[src/rtl/uart14_pkg.sv]
`default_nettype none
// ============================================================================
//  Module      : uart14_pkg
//  Description : Shared definitions for the 14-byte UART frame link
//                (receiver state encoding, frame length, byte index width).
//  Revision    : 1.0 - initial release
// ============================================================================
package uart14_pkg;

    // Number of bytes in one frame and the width of the byte index
    localparam int FRAME_BYTES = 14;
    localparam int IDX_W       = $clog2(FRAME_BYTES);

    // Receiver bit-level state machine encoding
    typedef enum logic [1:0] {
        ST_IDLE  = 2'd0,
        ST_START = 2'd1,
        ST_DATA  = 2'd2,
        ST_STOP  = 2'd3
    } uart_state_e;

endpackage
`default_nettype wire

[src/rtl/uart_rx_sync.sv]
`default_nettype none
// ============================================================================
//  Module      : uart_rx_sync
//  Description : Two-flop synchronizer for the serial line plus falling-edge
//                detect. The edge detector only arms after the synchronizer
//                holds genuine samples and a real high level has been seen,
//                so a line held low through reset never looks like a start.
//  Revision    : 1.0 - initial release
// ============================================================================
module uart_rx_sync (
    input  logic clk,
    input  logic reset,
    input  logic rx_i,
    output logic rxs_o,
    output logic fall_o
);

    logic       s1_q;
    logic       s2_q;
    logic       prev_q;
    logic [1:0] vld_q;

    // Synchronize rx and keep the previous trusted sample for edge detection
    always_ff @(posedge clk or negedge reset) begin
        if (!reset) begin
            s1_q   <= 1'b1;
            s2_q   <= 1'b1;
            prev_q <= 1'b0;
            vld_q  <= 2'b00;
        end else begin
            s1_q   <= rx_i;
            s2_q   <= s1_q;
            vld_q  <= {vld_q[0], 1'b1};
            prev_q <= vld_q[1] ? s2_q : 1'b0;
        end
    end

    assign rxs_o  = s2_q;
    assign fall_o = prev_q & ~s2_q;

endmodule
`default_nettype wire

[src/rtl/uart_rx_14bytes.sv]
`default_nettype none
// ============================================================================
//  Module      : uart_rx_14bytes
//  Description : UART receiver (8N1, OVS x oversampling) that assembles
//                14-byte frames, strobing each byte with its index and
//                flagging frame completion, stop-bit errors and gaps.
//  Revision    : 1.0 - initial release
// ============================================================================
module uart_rx_14bytes
    import uart14_pkg::*;
#(
    parameter int OVS      = 16,
    parameter int GAP_BITS = 4
) (
    input  logic             clk,
    input  logic             reset,
    input  logic             rx,
    output logic [7:0]       data,
    output logic [IDX_W-1:0] addr,
    output logic             we,
    output logic             frame_done,
    output logic             frame_err,
    output logic             busy
);

    localparam int CNT_W    = $clog2(OVS);
    localparam int GAP_CLKS = GAP_BITS * OVS;
    localparam int GAP_W    = $clog2(GAP_CLKS + 1);

    localparam logic [CNT_W-1:0] CNT_HALF = CNT_W'(OVS / 2 - 1);
    localparam logic [CNT_W-1:0] CNT_LAST = CNT_W'(OVS - 1);
    localparam logic [GAP_W-1:0] GAP_LAST = GAP_W'(GAP_CLKS - 1);
    localparam logic [IDX_W-1:0] IDX_LAST = IDX_W'(FRAME_BYTES - 1);

    logic rxs;
    logic rx_fall;

    uart_state_e      state_q, state_d;
    logic [CNT_W-1:0] cnt_q,   cnt_d;
    logic [2:0]       bit_q,   bit_d;
    logic [7:0]       shift_q, shift_d;
    logic [IDX_W-1:0] idx_q,   idx_d;
    logic [GAP_W-1:0] gap_q,   gap_d;
    logic             errw_q,  errw_d;
    logic [7:0]       data_q,  data_d;
    logic [IDX_W-1:0] addr_q,  addr_d;
    logic             we_q,    we_d;
    logic             done_q,  done_d;
    logic             err_q,   err_d;
    logic             busy_q,  busy_d;

    uart_rx_sync u_sync (
        .clk    (clk),
        .reset  (reset),
        .rx_i   (rx),
        .rxs_o  (rxs),
        .fall_o (rx_fall)
    );

    // State, counters and registered outputs
    always_ff @(posedge clk or negedge reset) begin
        if (!reset) begin
            state_q <= ST_IDLE;
            cnt_q   <= '0;
            bit_q   <= '0;
            shift_q <= '0;
            idx_q   <= '0;
            gap_q   <= '0;
            errw_q  <= 1'b0;
            data_q  <= '0;
            addr_q  <= '0;
            we_q    <= 1'b0;
            done_q  <= 1'b0;
            err_q   <= 1'b0;
            busy_q  <= 1'b0;
        end else begin
            state_q <= state_d;
            cnt_q   <= cnt_d;
            bit_q   <= bit_d;
            shift_q <= shift_d;
            idx_q   <= idx_d;
            gap_q   <= gap_d;
            errw_q  <= errw_d;
            data_q  <= data_d;
            addr_q  <= addr_d;
            we_q    <= we_d;
            done_q  <= done_d;
            err_q   <= err_d;
            busy_q  <= busy_d;
        end
    end

    // Next-state and output decode
    always_comb begin
        state_d = state_q;
        cnt_d   = cnt_q;
        bit_d   = bit_q;
        shift_d = shift_q;
        idx_d   = idx_q;
        gap_d   = gap_q;
        errw_d  = errw_q;
        data_d  = data_q;
        addr_d  = addr_q;
        we_d    = 1'b0;
        err_d   = 1'b0;
        busy_d  = busy_q;

        // Frame completes the cycle after the last byte's strobe; the index
        // has already wrapped to 0 when that strobe was issued.
        done_d = we_q && (addr_q == IDX_LAST);
        if (done_d) begin
            busy_d = 1'b0;
        end

        case (state_q)
            ST_IDLE: begin
                // Inter-byte gap watchdog, only while a frame is in progress
                if (idx_q != '0) begin
                    if (gap_q == GAP_LAST) begin
                        err_d  = 1'b1;
                        idx_d  = '0;
                        busy_d = 1'b0;
                        gap_d  = '0;
                    end else begin
                        gap_d = gap_q + GAP_W'(1);
                    end
                end else begin
                    gap_d = '0;
                end
                if (rx_fall) begin
                    state_d = ST_START;
                    cnt_d   = '0;
                    gap_d   = '0;
                end
            end

            ST_START: begin
                if (cnt_q == CNT_HALF) begin
                    if (!rxs) begin
                        state_d = ST_DATA;
                        cnt_d   = '0;
                        bit_d   = '0;
                        busy_d  = 1'b1;
                    end else begin
                        // Line went back high before mid start bit: a glitch
                        state_d = ST_IDLE;
                    end
                end else begin
                    cnt_d = cnt_q + CNT_W'(1);
                end
            end

            ST_DATA: begin
                if (cnt_q == CNT_LAST) begin
                    shift_d = {rxs, shift_q[7:1]};
                    cnt_d   = '0;
                    if (bit_q == 3'd7) begin
                        state_d = ST_STOP;
                    end else begin
                        bit_d = bit_q + 3'd1;
                    end
                end else begin
                    cnt_d = cnt_q + CNT_W'(1);
                end
            end

            ST_STOP: begin
                if (errw_q) begin
                    // After a bad stop bit, hold off until the line is idle
                    if (rxs) begin
                        state_d = ST_IDLE;
                        errw_d  = 1'b0;
                    end
                end else if (cnt_q == CNT_LAST) begin
                    cnt_d = '0;
                    if (rxs) begin
                        data_d  = shift_q;
                        addr_d  = idx_q;
                        we_d    = 1'b1;
                        idx_d   = (idx_q == IDX_LAST) ? '0 : idx_q + IDX_W'(1);
                        state_d = ST_IDLE;
                    end else begin
                        err_d  = 1'b1;
                        idx_d  = '0;
                        busy_d = 1'b0;
                        errw_d = 1'b1;
                    end
                end else begin
                    cnt_d = cnt_q + CNT_W'(1);
                end
            end

            default: begin
                state_d = ST_IDLE;
            end
        endcase
    end

    assign data       = data_q;
    assign addr       = addr_q;
    assign we         = we_q;
    assign frame_done = done_q;
    assign frame_err  = err_q;
    assign busy       = busy_q;

endmodule
`default_nettype wire

[config.mk]
export PLATFORM = sky130hd
export DESIGN_NAME = uart_rx_14bytes
export DESIGN_NICKNAME = d
export VERILOG_FILES = /design/src/rtl/uart14_pkg.sv /design/src/rtl/uart_rx_sync.sv /design/src/rtl/uart_rx_14bytes.sv
export SDC_FILE = /design/constraint.sdc
export NUM_CORES = 1
export LEC_CHECK = 0
export BUFFER_PORTS_ARGS = -buffer_cell sky130_fd_sc_hd__buf_2
export CORE_ASPECT_RATIO = 1.5
export CORE_MARGIN = 8
export CORE_UTILIZATION = 63
export DETAILED_ROUTE_END_ITERATION = 10
export GPL_ROUTABILITY_DRIVEN = 0
export GPL_TIMING_DRIVEN = 1
export PLACE_DENSITY = 0.91
export SETUP_SLACK_MARGIN = 0.05
export SLEW_MARGIN = 15
export SYNTH_ARGS = -nofsm -noshare
export SYNTH_HDL_FRONTEND = slang
export SYNTH_HIERARCHICAL = 1
export SYNTH_SLANG_ARGS = --single-unit
[constraint.sdc]
create_clock -name clk -period 3.2 [get_ports clk]
set_input_delay 0.16 -clock clk [delete_from_list [all_inputs] [get_ports clk]]
set_output_delay 0.16 -clock clk [all_outputs]
set_load 0.1 [all_outputs]
### After elaboration in Yosys (flattened, before gate mapping)

Cells that the tools add are included.

| cells by class | value |
|---|---|
| reductions and logical operators | 11 |
| add/sub/neg operators | 4 |
| muxes and demuxes | 51 |
| bitwise logic cells | 3 |
| eq/ne operators | 21 |

Operators by type and width:

| kind | number |
|---|---|
| 4-bit two-way mux | 11 |
| 7-bit two-way mux | 3 |
| 2-bit inequality test (second input constant) | 10 |
| 1-bit two-way mux | 19 |
| 2-bit two-way mux | 8 |
| 4-bit case mux with 4 select lines | 1 |
| 5-bit AND reduction | 3 |
| 4-bit equality test (second input constant) | 3 |
| 3-bit two-way mux | 4 |
| 4-bit by 1-bit adder with 4-bit output (second input constant) | 2 |
| 2-bit case mux with 4 select lines | 1 |
| 4-bit case mux with 2 select lines | 1 |
| 7-bit by 1-bit adder with 7-bit output (second input constant) | 1 |
| 7-bit by 6-bit equality test with 1-bit output (second input constant) | 1 |
| 3-bit inequality test (second input constant) | 2 |
| 3-bit case mux with 2 select lines | 1 |
| 2-bit equality test (second input constant) | 2 |
| 4-bit by 3-bit equality test with 1-bit output (second input constant) | 1 |
| 4-bit AND reduction | 1 |
| 2-bit nonzero test | 2 |
| 4-bit nonzero test | 1 |
| 3-bit by 1-bit adder with 3-bit output (second input constant) | 1 |
| 3-bit equality test (second input constant) | 1 |
| 1-bit case mux with 3 select lines | 1 |
| 8 further kinds | 9 |

| storage, ports and cells | value |
|---|---|
| logic and storage cells | 107 |
| output and inout bits | 16 |
| bits in registers | 50 |
| input port bits | 3 |

### Longest topological paths before layout

Gate-level depths: netlist of the first run.

| logic depth | value |
|---|---|
| word-level depth | 7 |
| mapped depth | 7 |
| depth with buffers taken out | 6 |

### Hierarchy

The synthesis of the first run kept the hierarchy.

Modules (own cells, without submodules):

| module | instances | seq. area each (µm²) | area each (µm²) | cells each |
|---|---|---|---|---|
| uart_rx_14bytes | 1 | 1126.1 | 2220.9 | 203 |
| uart_rx_sync | 1 | 127.6 | 147.6 | 8 |

### Worst setup path before layout of the first run

OpenSTA, ideal clock, no wires.

| path | value |
|---|---|
| path kind | register to register |
| start | register cnt_q[0] |
| end | register idx_q[0] |
| data required time | 3.075 ns |
| stages on the path, launching flop included | 7 |
| clock period less this slack | 1.798 ns |
| setup slack | 1.402 ns |
| buffers on the path | 1 |
| arrival time | 1.673 ns |
| library setup time | 0.125 ns |
| cells stage by stage | dfrtp_1 ha_1 clkbuf_2 and3_1 a31oi_1 or2_4 mux2_2 |

| on the way | value |
|---|---|
| longest elaborated chain between the ends | 3 |

Ends and longest elaborated chain:

| element | RTL line | text |
|---|---|---|
| start, declared | uart_rx_14bytes.sv:39 | `logic [CNT_W-1:0] cnt_q, cnt_d;` |
| start signal, assigned | uart_rx_14bytes.sv:78 | `cnt_q <= cnt_d;` |
| 4-bit equality test | uart_rx_14bytes.sv:174 | `end else if (cnt_q == CNT_LAST) begin` |
| 2-bit inequality test (no line) | n/a |  |
| 5-bit AND reduction (no line) | n/a |  |
| end signal, assigned | uart_rx_14bytes.sv:81 | `idx_q <= idx_d;` |
| end, declared | uart_rx_14bytes.sv:42 | `logic [IDX_W-1:0] idx_q, idx_d;` |

No other way between the ends.
A chain may end at the register's enable or synchronous reset.

### Final worst setup path of the first run

| path | value |
|---|---|
| start | register idx_q[0] |
| end | register idx_q[3] |

| on the way | value |
|---|---|
| longest elaborated chain between the ends | 6 |
| elaborated cells between the ends (all ways) | 10 |
| those cells by class | 1 x add/sub; 2 x eq/ne; 5 x mux; 2 x reduce/logical |

Ends and longest elaborated chain:

| element | RTL line | text |
|---|---|---|
| 4-bit by 1-bit adder with 4-bit output or 4-bit equality test (tied branches) | uart_rx_14bytes.sv:180 | `idx_d = (idx_q == IDX_LAST) ? '0 : idx_q + IDX_W'(1);` |
| 4-bit two-way mux | uart_rx_14bytes.sv:180 |  |
| 4-bit two-way mux | uart_rx_14bytes.sv:176 | `if (rxs) begin` |
| 4-bit two-way mux | uart_rx_14bytes.sv:174 |  |
| 4-bit two-way mux | uart_rx_14bytes.sv:168 | `if (errw_q) begin` |
| 4-bit case mux with 2 select lines | uart_rx_14bytes.sv:115 | `case (state_q)` |

Parallel ways exist; a longest one is shown, timed or not. The select of a mux whose other input is x is not followed.

==> results of run 1 <==
==> flip-flops by register name (all words and copies together), names as in the netlist, 2 cells and up, named ones only <==
signal	cells
addr	4
bit_q	3
cnt_q	4
data	8
gap_q	7
idx_q	4
shift_q	8
u_sync/vld_q	2
==> cell type report <==
type / instances / area [µm²] / share of cell area
clock buffers: 6 / 82.6 / 0.0317
clock inverters: 2 / 16.3 / 0.00625
inverters: 9 / 33.8 / 0.0130
multi-input cells: 144 / 1040 / 0.400
flip-flops and latches: 50 / 1250 / 0.482
well taps: 43 / 53.8 / 0.0207
repair buffers: 21 / 120 / 0.0462
==> through the flow <==
stage | cells | cell area [µm²] | total power [mW] | setup slack, ns | utilization
floorplan | 211 | 2370 | 1.03 | 1.40 | -
global placement | 265 | 2480 | 1.11 | 1.32 | 0.680
detailed placement | 265 | 2480 | 1.14 | 1.05 | 0.680
CTS | 274 | 2590 | 1.53 | 1.02 | 0.710
global route | 275 | 2600 | 1.62 | 0.903 | 0.713
finish | 275 | 2600 | 1.54 | 1.00 | 0.713
==> cells in the final DEF (no fill, tap or decap), drive strengths merged, types with 2 or more instances in the layout <==
cell type / Yosys / final
nor4: 2 / 2
o21ai: 17 / 17
buf: 4 / 19
nor3b: 2 / 2
nand3: 7 / 7
a21oi: 6 / 6
nand2: 18 / 18
dlygate4sd3: 0 / 2
nand3b: 2 / 2
a21boi: 2 / 2
nor2: 8 / 8
o31a: 2 / 2
o211ai: 2 / 2
or2: 2 / 2
dfrtp: 48 / 48
nand2b: 3 / 3
and3: 3 / 3
inv: 9 / 10
nor3: 8 / 8
o31ai: 3 / 3
a22o: 3 / 3
ha: 11 / 11
dfstp: 2 / 2
o41ai: 3 / 3
nor2b: 2 / 2
mux2: 22 / 22
nand4: 2 / 2
clkbuf: 4 / 6
==> worst min-delay path by stage <==
stage                              end  slack [ns]  cells past startpoint
after floorplan              async pin       -0.14                      0
after global placement     u_sync/s1_q        0.26                      1
after detailed placement   u_sync/s1_q        0.27                      1
after CTS                     idx_q[2]        0.07                      1
after global routing      u_sync/rxs_o        0.37                      0
final                     u_sync/rxs_o        0.36                      0
==> routing by layer <==
| metal | vias to the layer above | part of all wire |
|---|---|---|
| met2 | 37 | 0.55 |
| li1 | 801 | - |
| met1 | 843 | 0.39 |
| met3 | 13 | 0.030 |
| met5 | - | 0 |
| met4 | 0 | 0.023 |
==> cell families after synthesis <==
logic type,after synthesis,share of synthesized area
adders and majority gates,11,0.0581
AOI/OAI and AO/OA,42,0.114
xor gates and xnor gates,2,0.00740
DFF,50,0.529
and+or+nand+nor,65,0.149
buffers and inverters,17,0.0312
muxes,23,0.109
other,1,0.00158
==> synthesized netlist by cell type (2+ instances only) <==
cell type / instances / area, µm²
a21oi_1: 6 / 30.0
nor4_1: 2 / 12.5
nand2b_1: 3 / 18.8
nor2b_1: 2 / 12.5
dfrtp_1: 48 / 1200
o31ai_1: 3 / 22.5
clkbuf_2: 2 / 10.0
nand2_1: 18 / 67.6
o41ai_1: 3 / 26.3
mux2_2: 22 / 248
nor3_1: 7 / 35.0
nand3_1: 6 / 30.0
and3_1: 2 / 12.5
nand4_1: 2 / 12.5
o211ai_1: 2 / 15.0
nand3b_1: 2 / 15.0
buf_2: 3 / 15.0
dfstp_2: 2 / 52.6
clkbuf_1: 2 / 7.51
inv_1: 9 / 33.8
nor3b_1: 2 / 15.0
a21boi_0: 2 / 15.0
ha_1: 11 / 138
o21ai_0: 17 / 85.1
nor2_1: 8 / 30.0
o31a_1: 2 / 17.5
a22o_1: 3 / 26.3
==> power breakdown <==
group / switching (mW) / internal [mW] / total [mW]
clock network: 0.218 / 0.178 / 0.396
logic: 0.259 / 0.158 / 0.418
registers: 0.0504 / 0.672 / 0.722
==> impl_metrics.py, run 1 <==
metrics = {
    "run_status": {
        "outcome": "completed",
    },
    "logic_synthesis": {
        "synth_edf_count": 0,
        "syn-num-nets": 225,
        "synth_ff_type": "dfrtp_1",
        "synth_cell_types": 47,
        "ys.warnings.count": 6,
        "synth_seq_cells": 50,
        "synthCells": 211,
        "synth.cell_area_mm2": 0.00237,
        "async_flop_share": 1.00,
        "yosysSeqAreaShare": 0.529,
        "syn_avg_cell_area_um2": 11.2,
    },
    "final_layout": {
        "n_antenna_cell": 0,
        "drive_gt1_frac": 0.254,
        "syn2layout_area_growth_pct": 9.83,
        "n_fill_cell": 248,
        "num-nets-final": 245,
    },
    "timing": {
        "period_needed_ns": 2.20,
        "hold_violations": 0,
        "drv_slew": 0,
        "fin_crit_sh": 0.686,
        "worst_pin_slew_ns": 0.615,
        "finalSetupTns_ns": 0,
        "rsz0062_at_grt": "no",
        "clock_skew_ns": 0.0125,
        "relSlewSlack": 0.590,
        "fmax_mhz": 455,
        "holdWs_ns": 0.364,
        "setup_viol": 0,
    },
    "worst_setup_path": {
        "cp_cell_sequence": "inv_1, ha_1, nor3b_1, o31a_1, or2_4, o41ai_1",
        "cp_top_family": "compound AO/OA/AOI/OAI gates",
        "rr_worst_depth": 6,
        "rr_startpoint": "idx_q[0]",
        "crit_required_ns": 3.37,
        "start_kind": "flop",
        "rr_endpoint": "idx_q[3]",
        "path_depth": 6,
        "path_buf_inv": 1,
        "r2r_slack_ns": 1.00,
        "critPathMaxStageDelay_ns": 0.48,
        "crit_end": "idx_q[3]",
        "crit_path_max_fanout": 7,
        "criticalPathCategory": "reg -> reg",
        "end_kind": "flop",
        "crit_start": "idx_q[0]",
        "cpMaxStageDelayCell": "dfrtp_1",
        "arrival_ns": 2.37,
    },
    "routing": {
        "drt-pass1-iter-count": 4,
        "drc": 0,
        "routedWlPerCell_um": 17.7,
        "routed_via_density": 6.16,
        "vias": 1694,
        "routed_wl_mm": 4.88,
        "postRouteAntennaNets": 0,
        "first_iter_violations": 129,
    },
    "grt": {
        "grt_first_pass_wirelength_mm": 8.30,
        "grt.met2_usage": 0.314,
        "grt_pass1_vias": 1785,
        "grt_max_degree": 51,
        "grt_use_total": 0.175,
        "grt_util_met3": 0.0369,
        "use_met1": 0.188,
        "gr-total-overflow": 0,
        "antenna_found_initial": 0,
        "grt-busiest-layer": "met2",
    },
    "placed_design": {
        "io_buffers": 18,
        "hpwl_mm": 3.45,
    },
    "clocking": {
        "clock_latency_ns": 0.31,
        "htree_num_levels": 2,
        "clock_path_buffers": 2,
        "postCtsHoldBufs": 1,
        "clk_pin_slew_ns": 0.10,
        "cts-root-buf": "clkbuf_8",
        "clkSinkCount": 50,
        "post_cts_buffers": 0,
        "cts_resized": 0,
        "cts_buffers": 5,
        "cts_tree": "done",
    },
    "floorplan": {
        "initial_core_util": 0.649,
        "dieArea_mm2": 0.00602,
        "die_h_um": 91.1,
        "core_mm2": 0.00365,
        "ioPinCount": 19,
        "die_w_um": 66.1,
        "core.rowCount": 27,
    },
    "pwr": {
        "ir_drop_v": 0.000446,
        "power_leakage_nw": 1.27,
        "cellPowerDensity_mw_per_mm2": 591,
    },
    "job": {
        "cap_violations": 0,
    },
    "hold_path": {
        "worstHoldStart": "u_sync/s1_q",
        "worstHoldPathType": "reg -> reg",
    },
}
No activity file was read; power rests on OpenSTA's default activity.
==> inputs of run 2 (changes only) <==
- CORE_UTILIZATION: 63 -> 53
- PLACE_DENSITY: 0.91 -> 0.83
- clock period: 3.2 -> 2 ns (I/O delays scaled with it)
==> run 2 against run 1 <==
Register-to-register slack worse by 0.87 ns; combinational power increased by 83%; sequential power grew 58%.
==> impl_metrics.py, run 2 (synthesized netlist as in run 1, its figures left out) <==
metrics = {
    "timing": {
        "setup_slack_ns": 0.138,
        "finalSetupTns_ns": 0,
        "relSlewSlack": 0.468,
        "clock_skew_ns": 0.00785,
        "period_needed_ns": 1.86,
        "fin_crit_sh": 0.931,
        "fmax_mhz": 537,
        "hold_violations": 0,
        "rsz0062_at_grt": "yes",
        "drv_slew": 0,
        "worst_pin_slew_ns": 0.798,
        "setup_viol": 0,
    },
    "clocking": {
        "clk_pin_slew_ns": 0.09,
        "cts_buffers": 5,
        "cts-root-buf": "clkbuf_8",
        "clkSinkCount": 50,
        "clock_path_buffers": 2,
        "cts_tree": "done",
        "htree_num_levels": 2,
        "clock_latency_ns": 0.30,
    },
    "hold_path": {
        "worstHoldStart": "u_sync/vld_q[0]",
        "hold_depth": 0,
        "whs_endpoint": "u_sync/vld_q[1]",
        "worstHoldPathType": "reg -> reg",
    },
    "worst_setup_path": {
        "criticalPathCategory": "reg -> reg",
        "crit_required_ns": 2.20,
        "critPathMaxStageDelay_ns": 0.40,
        "cp_cell_sequence": "inv_1, ha_1, nor3b_2, o31a_1, or2_4, o41ai_1",
        "end_kind": "flop",
        "arrival_ns": 2.06,
        "rr_worst_depth": 6,
        "r2r_slack_ns": 0.14,
        "crit_path_max_fanout": 5,
        "rr_startpoint": "idx_q[1]",
        "start_kind": "flop",
        "rr_endpoint": "idx_q[3]",
        "cpMaxStageDelayCell": "dfrtp_1",
    },
    "routing": {
        "routedWlPerCell_um": 15.2,
        "routed_via_density": 5.87,
        "postRouteAntennaNets": 0,
        "drt-pass1-iter-count": 4,
        "routed_wl_mm": 4.43,
        "vias": 1709,
        "drc": 0,
        "first_iter_violations": 167,
    },
    "final_layout": {
        "syn2layout_area_growth_pct": 13.9,
        "n_fill_cell": 348,
        "drive_gt1_frac": 0.300,
        "num-nets-final": 256,
        "final_cell_mix": "dfrtp_1 (48), mux2_2 (22), nand2_1 (18), buf_2 (18), o21ai_0 (17)",
        "n_antenna_cell": 0,
        "final_common_cell": "dfrtp_1",
    },
    "placed_design": {
        "io_buffers": 18,
        "hpwl_mm": 3.21,
        "place_ws_ns": 0.116,
    },
    "grt": {
        "grt_use_total": 0.131,
        "grt_pass1_vias": 1725,
        "gr-total-overflow": 0,
        "grt_first_pass_wirelength_mm": 7.42,
        "antenna_found_initial": 0,
        "grt_max_degree": 39,
    },
    "floorplan": {
        "dieArea_mm2": 0.00691,
        "initial_core_util": 0.535,
        "die_h_um": 97.9,
        "die_w_um": 70.6,
        "core.rowCount": 30,
        "ioPinCount": 19,
        "core_mm2": 0.00443,
    },
    "job": {
        "cap_violations": 0,
    },
    "pwr": {
        "power_leakage_nw": 1.32,
        "ir_drop_v": 0.000494,
        "cellPowerDensity_mw_per_mm2": 918,
        "finalPower_mw": 2.48,
    },
    "run_status": {
        "outcome": "completed",
    },
}
==> run 2: critical path: cells and delay by family, from the launching register on <==
kind | cells | cell delay, ns
adders and majority gates | 1 | 0.19
AOI/OAI and AO/OA | 2 | 0.65
DFF | 1 | 0.40
and+or+nand+nor | 2 | 0.46
buffers and inverters | 1 | 0.07
==> run 2: worst max-delay path by stage <==
stage               endpoint        from
detailed placement  idx_q[3]    idx_q[1]
floorplan           idx_q[0]    cnt_q[0]
global placement    idx_q[3]    idx_q[1]
finish              idx_q[3]    idx_q[1]
CTS                 idx_q[3]    idx_q[1]
global route        bit_q[2]  state_q[0]
==> run 2: layout make-up <==
type / instances / area [µm²] / area share
multi-input combinational: 144 / 1060 / 0.394
tap: 48 / 60.1 / 0.0223
clock inverter: 2 / 15.0 / 0.00556
timing repair buffer: 32 / 200 / 0.0742
clock buffer: 6 / 72.6 / 0.0269
inverter: 9 / 33.8 / 0.0125
sequential: 50 / 1250 / 0.465
==> run 2: power breakdown <==
group,leakage [nW],switching (mW),total (mW),internal (mW)
Combinational,0.601,0.430,0.765,0.335
Clock,0.0374,0.327,0.574,0.247
Sequential,0.680,0.0635,1.14,1.07
Total,1.32,0.821,2.48,1.66
==> run 2: repair_timing <==
| action | CTS | global route |
|---|---|---|
| setup buffers | 0 | 3 |
| hold buffers | 2 | 0 |
| gates resized for setup | 0 | 4 |
| hold endpoints to repair | 35 | 0 |
| endpoints found under the setup margin | 0 | 21 |
==> run 2: metal layers <==
metal  up-vias  wire length [µm]  global-route usage
met2        38              2420               0.234
met4         0                85              0.0644
li1        812                 -                   -
met5         -                 0                   0
met3        10               172              0.0349
met1       849              1750               0.136
==> run 2: through the flow <==
step	cell area, µm²	hold WS (ns)	instances	utilization
3_5_place_dp	2550	0.206	278	0.575
4_1_cts	2650	0.366	288	0.599
3_3_place_gp	2550	0.206	278	0.575
5_1_grt	2700	0.370	291	0.609
2_1_floorplan	2370	-0.196	211	-
6_report	2700	0.362	291	0.609
